`config.mk`:
```
export PLATFORM = sky130hd
export DESIGN_NAME = multicycle_sequencer
export DESIGN_NICKNAME = d
export VERILOG_FILES = /design/src/rtl/multicycle_sequencer.sv
export SDC_FILE = /design/constraint.sdc
export NUM_CORES = 1
export LEC_CHECK = 0
export ABC_AREA = 1
export CORE_ASPECT_RATIO = 0.6
export CORE_MARGIN = 3
export CORE_UTILIZATION = 30
export CTS_CLUSTER_SIZE = 14
export DETAILED_ROUTE_END_ITERATION = 16
export PLACE_DENSITY_LB_ADDON = 0.15
export SLEW_MARGIN = 30
export SYNTH_ARGS = -nofsm -noshare
export SYNTH_HDL_FRONTEND = slang
export SYNTH_SLANG_ARGS = --single-unit
```
`constraint.sdc`:
```
create_clock -name clk -period 3.8 [get_ports clk]
set_input_delay 0.76 -clock clk [delete_from_list [all_inputs] [get_ports clk]]
set_output_delay 0.76 -clock clk [all_outputs]
set_load 0.05 [all_outputs]
```
`src/rtl/multicycle_sequencer.sv`:
```
// multicycle_sequencer
//   Multi-cycle control FSM for the single-datapath RISC core. Each instruction
//   runs FETCH -> DECODE -> EXEC -> [MUL_WAIT | MEM] -> WB. The FSM raises
//   per-phase enable strobes. Illegal encodings and multiplier hangs go to a
//   sticky HALT state, which only reset can leave.
//
// Ports
//   clk, rst                 clock (rising edge), async active-low reset
//   opcode, fn_code          instruction fields taken from the IR
//   imem_ack, dmem_ack       instruction / data memory handshakes
//   mul_done                 multiplier result valid
//   branch_taken             condition evaluation, sampled in EXEC
//   imem_req, ir_write       fetch request and IR load strobe
//   mul_start                one-cycle multiplier kick
//   dmem_read, dmem_write    data memory request, held until dmem_ack
//   reg_write_en, pc_write   writeback strobes
//   pc_src                   0 = PC+1, 1 = branch/call/return target
//   illegal_instr            sticky flag for an illegal encoding
//   mul_timeout              sticky flag for a multiplier timeout
//   state                    current FSM state (debug)
//   instr_count              retired-instruction counter (wraps)

module multicycle_sequencer #(
  parameter int MUL_TIMEOUT = 16,   // 2..255
  parameter int CNT_W       = 16
) (
  input  logic             clk,
  input  logic             rst,
  input  logic [3:0]       opcode,
  input  logic [3:0]       fn_code,
  input  logic             imem_ack,
  input  logic             dmem_ack,
  input  logic             mul_done,
  input  logic             branch_taken,
  output logic             imem_req,
  output logic             ir_write,
  output logic             mul_start,
  output logic             dmem_read,
  output logic             dmem_write,
  output logic             reg_write_en,
  output logic             pc_write,
  output logic             pc_src,
  output logic             illegal_instr,
  output logic             mul_timeout,
  output logic [2:0]       state,
  output logic [CNT_W-1:0] instr_count
);

  typedef enum logic [2:0] {
    S_FETCH    = 3'd0,
    S_DECODE   = 3'd1,
    S_EXEC     = 3'd2,
    S_MUL_WAIT = 3'd3,
    S_MEM      = 3'd4,
    S_WB       = 3'd5,
    S_HALT     = 3'd7
  } state_e;

  typedef enum logic [3:0] {
    C_ALU   = 4'd0,
    C_MUL   = 4'd1,
    C_LOAD  = 4'd2,
    C_STORE = 4'd3,
    C_JMP   = 4'd4,
    C_BCOND = 4'd5,
    C_CALL  = 4'd6,
    C_RET   = 4'd7,
    C_ILL   = 4'd8
  } cls_e;

  localparam logic [7:0] WAIT_LAST = 8'(MUL_TIMEOUT - 1);

  state_e     cur, nxt;
  cls_e       cls_d, cls_q;
  logic [7:0] wcnt;
  logic       mul_expire;

  assign state = cur;

  // The expiry cycle is the one where the counter shows MUL_TIMEOUT-1. That
  // gives exactly MUL_TIMEOUT MUL_WAIT cycles before the trap.
  assign mul_expire = (cur == S_MUL_WAIT) && (wcnt == WAIT_LAST);

  // Instruction class decode. The IR is stable from DECODE onward, so the
  // class is captured once in DECODE. Later phases then do not depend on the
  // IR contents.
  always_comb begin
    cls_d = C_ILL;
    case (opcode)
      4'd0: begin
        if (fn_code == 4'd1 || fn_code == 4'd2)
          cls_d = C_MUL;
        else if (fn_code == 4'd0 || (fn_code >= 4'd3 && fn_code <= 4'd5))
          cls_d = C_ALU;
      end
      4'd1:    if (fn_code <= 4'd1) cls_d = C_ALU;
      4'd2,
      4'd3:    if (fn_code <= 4'd2) cls_d = C_ALU;
      4'd4:    cls_d = C_LOAD;
      4'd5:    cls_d = C_STORE;
      4'd6:    if (fn_code <= 4'd1) cls_d = C_JMP;
      4'd7:    if (fn_code <= 4'd7) cls_d = C_BCOND;
      4'd8: begin
        if (fn_code == 4'd0)      cls_d = C_CALL;
        else if (fn_code == 4'd1) cls_d = C_RET;
      end
      default: cls_d = C_ILL;
    endcase
  end

  // State register
  always_ff @(posedge clk or negedge rst) begin
    if (!rst) cur <= S_FETCH;
    else      cur <= nxt;
  end

  // Next state and strobes
  always_comb begin
    nxt          = cur;
    imem_req     = 1'b0;
    ir_write     = 1'b0;
    mul_start    = 1'b0;
    dmem_read    = 1'b0;
    dmem_write   = 1'b0;
    reg_write_en = 1'b0;
    pc_write     = 1'b0;
    case (cur)
      S_FETCH: begin
        // State sits at FETCH while reset is low. Gate the request so the
        // memory sees nothing until reset is released.
        imem_req = rst;
        ir_write = rst & imem_ack;
        if (imem_ack) nxt = S_DECODE;
      end
      S_DECODE: nxt = (cls_d == C_ILL) ? S_HALT : S_EXEC;
      S_EXEC: begin
        mul_start = (cls_q == C_MUL);
        case (cls_q)
          C_MUL:           nxt = S_MUL_WAIT;
          C_LOAD, C_STORE: nxt = S_MEM;
          default:         nxt = S_WB;
        endcase
      end
      S_MUL_WAIT: begin
        // A result arriving in the expiry cycle still counts as a result.
        if (mul_done)        nxt = S_WB;
        else if (mul_expire) nxt = S_HALT;
      end
      S_MEM: begin
        dmem_read  = (cls_q == C_LOAD);
        dmem_write = (cls_q == C_STORE);
        if (dmem_ack) nxt = S_WB;
      end
      S_WB: begin
        pc_write     = 1'b1;
        reg_write_en = (cls_q == C_ALU) || (cls_q == C_MUL) ||
                       (cls_q == C_LOAD) || (cls_q == C_CALL);
        nxt          = S_FETCH;
      end
      S_HALT:  nxt = S_HALT;
      default: nxt = S_HALT;  // the unused encoding 6 traps
    endcase
  end

  // Per-instruction context, sticky flags and the retire counter
  always_ff @(posedge clk or negedge rst) begin
    if (!rst) begin
      cls_q         <= C_ALU;
      wcnt          <= '0;
      pc_src        <= 1'b0;
      illegal_instr <= 1'b0;
      mul_timeout   <= 1'b0;
      instr_count   <= '0;
    end else begin
      case (cur)
        S_DECODE: begin
          cls_q <= cls_d;
          if (cls_d == C_ILL) illegal_instr <= 1'b1;
        end
        S_EXEC: begin
          wcnt <= '0;
          case (cls_q)
            C_JMP, C_CALL, C_RET: pc_src <= 1'b1;
            C_BCOND:              pc_src <= branch_taken;
            default:              pc_src <= 1'b0;
          endcase
        end
        S_MUL_WAIT: begin
          wcnt <= wcnt + 8'd1;
          if (mul_expire && !mul_done) mul_timeout <= 1'b1;
        end
        S_WB: instr_count <= instr_count + 1'b1;
        default: ;
      endcase
    end
  end

endmodule

```
Word level (Yosys, flattened, before mapping)
Cells that the tools add are included.
Cells by class
  $add $sub $neg: 2
  $lt $le $gt $ge: 5
  reductions and logical operators: 20
  eq/ne operators: 27
  muxes and demuxes: 25
  bitwise logic cells: 1
Operators with widths (number)
  4-bit by 3-bit equality test with 1-bit output (second input constant): 8
  4-bit two-way mux: 8
  4-bit one-hot mux with 8 select lines: 1
  4-bit by 2-bit equality test with 1-bit output (second input constant): 5
  3-bit one-hot mux with 6 select lines: 1
  16-bit by 1-bit adder with 16-bit output (second input constant): 1
  8-bit one-hot mux with 2 select lines: 1
  3-bit two-way mux: 5
  4-bit by 1-bit equality test with 1-bit output (second input constant): 3
  4-bit logical NOT: 3
  8-bit by 1-bit adder with 8-bit output (second input constant): 1
  4-bit equality test (second input constant): 2
  8-bit by 4-bit equality test with 1-bit output (second input constant): 1
  4-bit by 3-bit <= comparator with 1-bit output (second input constant): 2
  1-bit two-way mux: 7
  3-bit by 2-bit equality test with 1-bit output (second input constant): 2
  3-bit equality test (second input constant): 2
  3-bit one-hot mux with 2 select lines: 1
  1-bit logical OR: 5
  4-bit by 2-bit greater-or-equal comparator with 1-bit output (second input constant): 1
  4-bit by 1-bit <= comparator with 1-bit output (second input constant): 1
  4-bit by 2-bit <= comparator with 1-bit output (second input constant): 1
  2-bit inequality test (second input constant): 2
  2-bit AND reduction: 2
  other kinds (11): 14
Word-level totals
  bits of input ports: 14
  flip-flop bits (word level): 34
  logic and storage cells: 87

Logic depth before layout (Yosys ltp)
  depth in word-level cells: 9
  mapped depth: 10

Worst setup path before layout
No wires, ideal clock.
  path type: reg-to-output
  from: register cur[2] (netlist: state[2])
  to: output port ir_write
  data required time: 3.040 ns
  path buffers: 1
  cell stages (with the launch flop): 5
  path slack: 0.894 ns
  arrival: 2.146 ns
  cells stage by stage: dfrtp_1 buf_4 nor3_1 inv_1 nor3_1
On the way
  cells in the longest elaborated chain, start to end: 2
RTL lines
  start: declaration: line 73  | state_e cur, nxt;
  start signal: assignment: line 114  | else cur <= nxt;
  3-bit logical NOT: line 127  | case (cur)
  1-bit two-way mux: line 127
  end: declaration: line 36  | output logic ir_write,
No other way between the ends.

Worst setup path after layout
  from: register cur[2] (netlist: state[2])
  to: output port mul_start
On the way
  cells in the longest elaborated chain, start to end: 2
RTL lines
  3-bit by 2-bit equality test with 1-bit output: line 127
  1-bit two-way mux: line 127
  end: declaration: line 37  | output logic mul_start,
No other way between the ends.

==> out/results.ini <==
[sta]
skew_ps = 8.57
post-route-min-period_ps = 3200
maxSlewHeadroom_pct = 65.0
fin_setup_tns_ps = 0
holdWs_ps = 464
rsz0062_at_grt = false
max_freq_ghz = 0.312
worst_pin_slew_ps = 524
hold_viol = 0
period_share_pct = 84.3
setup_viol = 0
slew_viol_final = 0

[clock_tree]
htreeDepth = 2
hold_buffers = 0
clock_sinks = 34
clockBufferDepth = 2
post_cts_resized = 0
cts_made_buffers = 5
clkTransAtPathRegs_ps = 70
cts_tree = done
postCtsSetupRepairBufs = 0
root_buffer = clkbuf_8
worstSkewPairLatency_ps = 290

[detailed_routing]
routed_via_density = 4.48
ant_nets = 0
wl_per_cell_um = 12.0
dr.pass1.iters = 5
wl_mm = 4.54
num_vias = 1690
drc = 0
drt_iter0_markers = 119

[layout]
postLayoutCellArea_sq_um = 2540
syn_to_final_growth_pct = 32.5
most-common-layout-cells = nand2_1, clkdlybuf4s50_1, inv_1
instances_no_fill = 377
drive_gt1_share_pct = 10.1
fillerInstances = 595
final_nets = 314
final_util_pct = 43.2
diodes = 0
layout_commonest_cell = nand2_1

[critical_path]
critPathMaxStageDelay_ps = 840
path_max_fanout = 9
end_kind = primary output
slowest_stage = clkdlybuf4s50_1
crit_path_start_kind = flip-flop
critPathBufInv = 3
crit_top_cell = inv_1
worstSetupPathType = flip-flop to primary output
cp.required_ps = 3040
crit_chain = inv_1 -> nand2_1 -> nor2_2 -> inv_1 -> nor2_1 -> clkdlybuf4s50_1
critPathTopFamily = buffers and inverters
cp.arrival_ps = 2440

[min_path]
hold_path.class = flip-flop to flip-flop

[placement]
dp.final_hpwl_mm = 3.48
gp_congestion = 0.812
post_dp_cell_area_sq_um = 2460
placedCellCount = 371
portBuffers = 42

[global_routing]
grt_usage_pct = 13.9
antenna_found_initial = 0
grt_pass1_wl_mm = 7.91
grt_overflow = 0
grt_pass1_vias = 1609
grt_max_degree = 35

[floorplanning]
die_y_um = 68.0
ios = 43
initial_core_util_pct = 32.6
core-area_sq_um = 5890
rows = 21
fp.dieW_um = 109
dieArea_sq_um = 7420

[logic_synthesis]
syn_area_sq_um = 1920
synth_nets = 265
synth_sequential_area_ratio_pct = 44.3
synth_cells = 249
postSynthAreaPerCell_sq_um = 7.71
ys_ff_latch = 34
ys_types = 29
yosysWarnings = 0

[pwr]
ir_drop_v = 0.000388
pwr-share-clk_pct = 18.0
swShare_pct = 46.0
pwr-share-seq_pct = 36.8
power_density_nw_per_um2 = 587
power.static_leakage_nw = 1.18
comb_power_share_pct = 45.2
cell_internal_pwr_mw = 0.805
p_sw_mw = 0.687

[job]
cap_violations = 0

[outcome]
outcome = finished clean

[power groups by stage]
stage	clock, mW	combinational, mW	sequential, mW
final	0.269	0.674	0.549
after global placement	0	0.680	0.552
after detailed placement	0	0.677	0.554
after global routing	0.297	0.736	0.567
after CTS	0.279	0.680	0.549
after floorplan	0	0.333	0.674
[tightest hold or removal path: cells and delay by family, from the launching register on]
family | cells | cell delay (ps)
buffers and inverters | 1 | 40
AO/OA/AOI/OAI | 1 | 50
flip-flops | 1 | 340
[cell usage after synthesis]
cell / number / area (sq um)
nor2_2: 6 / 37.5
buf_4: 1 / 7.51
nor2_4: 5 / 56.3
nand3_1: 14 / 70.1
o21ai_1: 2 / 10.0
nor3_1: 9 / 45.0
nand3_4: 1 / 17.5
a32o_1: 1 / 10.0
nand3b_1: 1 / 7.51
o211ai_1: 1 / 7.51
dfrtp_1: 34 / 851
xor2_1: 5 / 43.8
nor2_1: 30 / 113
a22o_1: 2 / 17.5
nand4_1: 4 / 25.0
inv_2: 2 / 7.51
o22ai_1: 1 / 6.26
nand2_1: 58 / 218
o311ai_0: 1 / 8.76
ha_1: 2 / 25.0
nand2_2: 3 / 18.8
xnor2_1: 4 / 35.0
o21ai_0: 10 / 50.1
nand2_4: 2 / 22.5
or2_2: 2 / 12.5
inv_1: 38 / 143
and3_1: 1 / 6.26
a21oi_1: 8 / 40.0
o31ai_1: 1 / 7.51
[cell type report]
cell class                      count  area (sq um)  share of cell area [%]
Tap cell                           80           100                    3.94
Timing Repair Buffer               43           448                    17.6
Multi-Input combinational cell    174           911                    35.8
Sequential cell                    34           851                    33.5
Inverter                           40           150                    5.91
Clock buffer                        6          82.6                    3.25
[metrics by stage]
step | power, mW | worst slack, ps
floorplan | 1.01 | 894
global placement | 1.23 | 982
detailed placement | 1.23 | 931
CTS | 1.51 | 611
global route | 1.60 | 463
finish | 1.49 | 598
[registers in the layout (all words and copies together), names as in the netlist]
register / flops
instr_count: 16
wcnt: 8
cls_q: 4
state: 3
illegal_instr: 1
mul_timeout: 1
pc_src: 1
[worst paths after layout]
| kind | endpoint | cells past startpoint | from | slack [ps] |
|---|---|---|---|---|
| worst max-delay path | mul_start | 6 | state[2] | 600 |
| worst min-delay path | mul_timeout | 2 | mul_timeout | 460 |
| worst max register to register | wcnt[5] | 7 | state[2] | 2240 |
| worst min register to register | mul_timeout | 2 | mul_timeout | 460 |
| max in group asynchronous | instr_count[1] | 2 | rst | 2560 |
| min in group asynchronous | cls_q[1] | 2 | rst | 900 |
[layer usage]
| layer | vias up | routed length, um | part of all wire [%] | GRT usage (%) |
|---|---|---|---|---|
| met1 | 743 | 2640 | 58 | 22.4 |
| met2 | 55 | 1540 | 34 | 17.0 |
| met3 | 5 | 329 | 7.3 | 4.15 |
| met5 | - | 0 | 0 | 0 |
| met4 | 0 | 32 | 0.71 | 3.73 |
| li1 | 887 | - | - | - |
[logic make-up (layout without fill, tap and decap cells)]
family | count (synthesis) | after routing | share of synthesized area, %
fa+ha+maj | 2 | 2 | 1.30
simple gates | 136 | 136 | 33.8
xor+xnor | 9 | 9 | 4.11
flops | 34 | 34 | 44.3
compound gates | 27 | 27 | 8.21
buf+inv | 41 | 89 | 8.21
(Power assumes the default switching activity.)
